===== config.mk =====
export PLATFORM = sky130hd
export DESIGN_NAME = alu_ctrl
export DESIGN_NICKNAME = d
export VERILOG_FILES = /design/src/rtl/alu_pkg.sv /design/src/rtl/alu_ctrl.sv
export SDC_FILE = /design/constraint.sdc
export NUM_CORES = 1
export LEC_CHECK = 0
export ABC_AREA = 0
export CAP_MARGIN = 20
export CORE_MARGIN = 4
export CORE_UTILIZATION = 25
export CTS_CLUSTER_SIZE = 25
export DETAILED_ROUTE_END_ITERATION = 16
export DONT_BUFFER_PORTS = 1
export SLEW_MARGIN = 10
export SYNTH_ARGS = -nofsm -noshare
export SYNTH_HDL_FRONTEND = slang
export SYNTH_SLANG_ARGS = --single-unit

===== constraint.sdc =====
create_clock -name clk -period 1.7 [get_ports clk]
set_clock_uncertainty 0.05 [all_clocks]
set_input_delay 0.17 -clock clk [delete_from_list [all_inputs] [get_ports clk]]
set_output_delay 0.17 -clock clk [all_outputs]
set_load 0.05 [all_outputs]

===== src/rtl/alu_pkg.sv =====
// Shared ALU definitions: opcodes, controller FSM encoding and default data width.
package alu_pkg;

  localparam int DATA_WIDTH = 16;

  localparam logic [2:0] OP_ADD = 3'b000;
  localparam logic [2:0] OP_SUB = 3'b001;
  localparam logic [2:0] OP_MUL = 3'b010;
  localparam logic [2:0] OP_DIV = 3'b011;
  localparam logic [2:0] OP_NOT = 3'b100;
  localparam logic [2:0] OP_XOR = 3'b101;
  localparam logic [2:0] OP_OR  = 3'b110;
  localparam logic [2:0] OP_AND = 3'b111;

  typedef enum logic [1:0] {
    ST_IDLE = 2'd0,
    ST_EXEC = 2'd1,
    ST_RESP = 2'd2
  } state_t;

endpackage


===== src/rtl/alu_ctrl.sv =====
// Request/response controller for the ALU with a chaining accumulator.
// Optional ALU_CTRL_DIVZERO_EN forces all-ones plus an error flag on divide by zero.
module alu_ctrl #(
  parameter int DATA_WIDTH = alu_pkg::DATA_WIDTH
) (
  input  logic                  clk,
  input  logic                  rst_n,
  input  logic                  req_valid,
  output logic                  req_ready,
  input  logic [2:0]            req_oc,
  input  logic [DATA_WIDTH-1:0] req_a,
  input  logic [DATA_WIDTH-1:0] req_b,
  input  logic                  req_use_acc,
  output logic [2:0]            alu_oc,
  output logic [DATA_WIDTH-1:0] alu_a,
  output logic [DATA_WIDTH-1:0] alu_b,
  input  logic [DATA_WIDTH-1:0] alu_f,
  output logic                  rsp_valid,
  input  logic                  rsp_ready,
  output logic [DATA_WIDTH-1:0] rsp_f,
  output logic                  rsp_err,
  output logic                  busy
);
  import alu_pkg::*;

  state_t                state_q, state_d;
  logic [DATA_WIDTH-1:0] acc;
  logic [DATA_WIDTH-1:0] exec_f;

  always_ff @(posedge clk or negedge rst_n) begin
    if (!rst_n) state_q <= ST_IDLE;
    else        state_q <= state_d;
  end

  always_comb begin
    state_d = state_q;
    case (state_q)
      ST_IDLE: if (req_valid) state_d = ST_EXEC;
      ST_EXEC: state_d = ST_RESP;
      ST_RESP: if (rsp_ready) state_d = ST_IDLE;
      default: state_d = ST_IDLE;
    endcase
  end

  // Handshake outputs decode state only, never the incoming valid/ready.
  assign req_ready = (state_q == ST_IDLE);
  assign rsp_valid = (state_q == ST_RESP);
  assign busy      = (state_q != ST_IDLE);

`ifdef ALU_CTRL_DIVZERO_EN
  logic div_zero;
  assign div_zero = (alu_oc == OP_DIV) && (alu_b == '0);
  assign exec_f   = div_zero ? '1 : alu_f;

  always_ff @(posedge clk or negedge rst_n) begin
    if (!rst_n)                  rsp_err <= 1'b0;
    else if (state_q == ST_EXEC) rsp_err <= div_zero;
  end
`else
  assign exec_f  = alu_f;
  assign rsp_err = 1'b0;
`endif

  always_ff @(posedge clk or negedge rst_n) begin
    if (!rst_n) begin
      alu_oc <= '0;
      alu_a  <= '0;
      alu_b  <= '0;
      acc    <= '0;
      rsp_f  <= '0;
    end else begin
      if (state_q == ST_IDLE && req_valid) begin
        alu_oc <= req_oc;
        alu_a  <= req_use_acc ? acc : req_a;
        alu_b  <= req_b;
      end
      // acc only moves on EXEC->RESP, so a stalled consumer cannot disturb it.
      if (state_q == ST_EXEC) begin
        rsp_f <= exec_f;
        acc   <= exec_f;
      end
    end
  end

endmodule


# Word level (Yosys, flattened, before mapping)

Index checks and enable logic that the tools add are counted.

Output and inout port bits: 55
Word-level logic and storage cells: 17
Bits of input ports: 56
Register bits: 53

Equal/unequal tests: 4
Reductions and logical operators: 4
Mux-type cells: 4

Operators with widths:

| kind               | count |
|---|---|
| $mux 16            | 1 |
| $pmux 2 s3         | 1 |
| $mux 2             | 2 |
| $eq 2x1->1 const B | 1 |
| $eq 2x2->1 const B | 1 |
| $logic_not 2->1    | 1 |
| $ne 2x1->1 const B | 1 |
| $ne 2x2->1 const B | 1 |
| $reduce_and 2->1   | 1 |
| $reduce_bool 2->1  | 1 |
| $logic_and 1x1->1  | 1 |

# Logic depth before layout (Yosys ltp)

Depth in word-level cells: 3
Mapped depth: 4

# Worst setup path after synthesis

Ideal clock, no wire load.

Path kind: register to output
From: register state_q[1]
To: output port busy
Path slack: -0.068 ns
Path buffers: 0
Arrival time: 1.548 ns
Cell stages (with the launch flop): 3
Required time: 1.480 ns
Path through: dfrtp_1 nor2_1 inv_1

Cells in the longest elaborated chain, start to end: 1

RTL lines:

| element                | RTL line       | text |
|---|---|---|
| start, declared        | alu_ctrl.sv:26 | `state_t state_q, state_d;` |
| start signal, assigned | alu_ctrl.sv:32 | `else state_q <= state_d;` |
| $reduce_bool 2->1      | alu_ctrl.sv:48 | `assign busy = (state_q != ST_IDLE);` |
| end, declared          | alu_ctrl.sv:22 | `output logic busy` |

No other way between the ends.

# Worst setup path in the final report

From: register state_q[1]
To: register alu_a[13]

Cells in the longest elaborated chain, start to end: 2

RTL lines:

| element              | RTL line       | text |
|---|---|---|
| $logic_not 2->1      | alu_ctrl.sv:72 | `if (state_q == ST_IDLE && req_valid) begin` |
| $logic_and 1x1->1    | alu_ctrl.sv:72 |  |
| end signal, assigned | alu_ctrl.sv:74 | `alu_a <= req_use_acc ? acc : req_a;` |
| end, declared        | alu_ctrl.sv:15 | `output logic [DATA_WIDTH-1:0] alu_a,` |

No other way between the ends.
A chain may end at the register's enable or synchronous reset.

==> flow_metrics.env <==
export IMPL_status="complete, no violations"
export IMPL_syn_nets=193
export IMPL_final_common_cell="dfrtp_1"
export IMPL_nNetsFinal=252
export IMPL_synth_fa_ha_area_share_pct=0
export IMPL_fp_row_count=34
export IMPL_io_pin_count=111
export IMPL_synth_compound_area_share_pct=0.325
export IMPL_grt_pass1_wl_microns=8290
export IMPL_vias=1298
export IMPL_grt_usage_pct=9.59
export IMPL_synth_distinct_cells=14
export IMPL_finalNonFillerCells=305
export IMPL_drtIter0Drc=31
export IMPL_rsz0062_at_grt="false"
export IMPL_clkLatencyLatePin_ps=290
export IMPL_critPathKind="reg -> reg"
export IMPL_synth_simple_gate_area_share_pct=1.25
export IMPL_worstHoldStart="req_a[7]"
export IMPL_ys_ff_latch=53
export IMPL_critPathTopFamily="flip-flops"
export IMPL_drive_above_1_share_pct=48.7
export IMPL_worstPathRequired_ps=1830
export IMPL_gp_congestion=0.646
export IMPL_startpoint_type="flip-flop"
export IMPL_multi_input_area_sq_um=881
export IMPL_worst_slack_ps=173
export IMPL_cp_cell_sequence="nor3b_4 -> buf_4 -> mux2_2"
export IMPL_synth_top_family_by_area="multiplexers"
export IMPL_path_buf_inv=1
export IMPL_grt_max_degree=54
export IMPL_slowest_stage="dfrtp_1"
export IMPL_slew_viol_final=0
export IMPL_core_area_sq_um=8850
export IMPL_min_path_type="in -> reg"
export IMPL_die_area_sq_um=10800
export IMPL_firstDrtPassIters=2
export IMPL_tritoncts="yes"
export IMPL_yosys_warnings=0
export IMPL_finalWirelength_microns=5190
export IMPL_cts_htree_levels=2
export IMPL_critPathArrivalTime_ps=1660
export IMPL_syn_inst=137
export IMPL_fin_crit_sh_pct=89.8
export IMPL_period_needed_ps=1530
export IMPL_synthFlopType="dfrtp_1"
export IMPL_clock_path_buffers=2
export IMPL_cts_buffers=5
export IMPL_hold_violations=0
export IMPL_seqCellArea_sq_um=1330
export IMPL_syn2layout_area_growth_pct=30.4
export IMPL_worstSetupStartpoint="state_q[1]$_DFFE_PN0P_"
export IMPL_max_stage_delay_ps=450
export IMPL_fin_tns_setup_ps=0
export IMPL_worstPathMaxFanout=15
export IMPL_antenna_found_initial=0
export IMPL_die_h_microns=104
export IMPL_drv_cap=0
export IMPL_clk_pin_slew_ps=90
export IMPL_final_core_util_pct=34.0
export IMPL_post_drt_wl_per_cell_microns=17.0
export IMPL_dp_hpwl_microns=3560
export IMPL_grt_pass1_vias=1474
export IMPL_tightest_slew_ps=516
export IMPL_synth_async_reset_ratio_pct=100
export IMPL_die_w_microns=104
export IMPL_avgSynthCellArea_sq_um=16.9
export IMPL_max_slew_margin_pct=65.6
export IMPL_ant_nets=0
export IMPL_synth_xor_xnor_area_share_pct=0
export IMPL_drcViolationCount=0
export IMPL_seq_area_frac_synth_pct=57.4
export IMPL_dp_slack_ps=169
export IMPL_synth_area_sq_um=2310
export IMPL_antenna_cells=0
export IMPL_max_freq_ghz=0.655
export IMPL_cts_resized=0
export IMPL_r2r_start="state_q[1]$_DFFE_PN0P_"
export IMPL_nFillCells=869
export IMPL_setup_viol=0
export IMPL_final_cell_mix="dfrtp_1, mux2_2, dlygate4sd3_1"
export IMPL_port_buffers=0
export IMPL_clock_sinks=53
export IMPL_root_buffer="clkbuf_8"
export IMPL_via_per_inst=4.26
export IMPL_start_util_pct=26.1
export IMPL_synth_edff_count=0
export IMPL_synth_mux_area_share_pct=35.9
export IMPL_post_place_cells=259
export IMPL_grt_ovfl_total=0
export IMPL_crit_path_end_kind="flip-flop"
==> flip-flops by register name, indices dropped and copies added (netlist names) <==
| name | flops |
|---|---|
| alu_b | 16 |
| rsp_f | 16 |
| alu_a | 16 |
| state_q | 2 |
| alu_oc | 3 |
==> per-stage QoR <==
stage	hold slack, ps	area [sq um]
6_report	93.4	3010
5_1_grt	69.7	3010
4_1_cts	76.2	3010
3_5_place_dp	-174	2530
3_3_place_gp	-174	2530
2_1_floorplan	-176	2310
==> per-layer routing <==
layer | part of all wire (%) | up-vias | global-route usage, % | wire length (microns)
li1 | - | 592 | - | -
met1 | 39 | 635 | 10.4 | 2000
met2 | 51 | 69 | 17.0 | 2630
met3 | 10 | 2 | 4.53 | 539
met4 | 0.27 | 0 | 1.99 | 14
met5 | 0 | - | 0 | 0
==> synth_stat cells, types with 2 or more instances <==
cell type,number,area [sq um]
buf_4,2,15.0
buf_6,5,56.3
dfrtp_1,53,1330
inv_1,2,7.51
mux2_1,3,33.8
mux2_2,44,495
mux2_4,20,300
nor2b_1,2,12.5
==> worst reg2reg max path: stages (launching register included) <==
cell,delay [ps]
dfrtp_1,450
nor3b_4,270
buf_4,270
mux2_2,370
==> path summary, 6_finish.rpt <==
path,slack [ps],to,depth (start not counted)
worst max-delay path,170,alu_a[13]$_DFFE_PN0P_,3
worst min-delay path,90,alu_a[7]$_DFFE_PN0P_,2
worst max register to register,170,alu_a[13]$_DFFE_PN0P_,3
worst min register to register,530,rsp_f[6]$_DFFE_PN0N_,1
max in group asynchronous,1010,alu_a[7]$_DFFE_PN0P_,2
min in group asynchronous,320,alu_oc[2]$_DFFE_PN0P_,2
==> cell type report <==
cell class | count | area share (%)
Clock buffer | 8 | 2.66
Multi-Input combinational cell | 73 | 29.2
Timing Repair Buffer | 61 | 19.4
Sequential cell | 53 | 44.0
Tap cell | 108 | 4.49
Inverter | 2 | 0.249
==> cell families after synthesis <==
family	after synthesis
muxes	67
DFF	53
buffers and inverters	11
and+or+nand+nor	4
AOI/OAI and AO/OA	1
other	1
==> what timing repair did <==
item	CTS	global route
hold buffers	38	0
buffers inserted	0	0
hold endpoints to repair	89	0
Power is left out: the tool's default activity adds up to more than one toggle a clock period on the data nets, which glitch-free logic cannot reach.
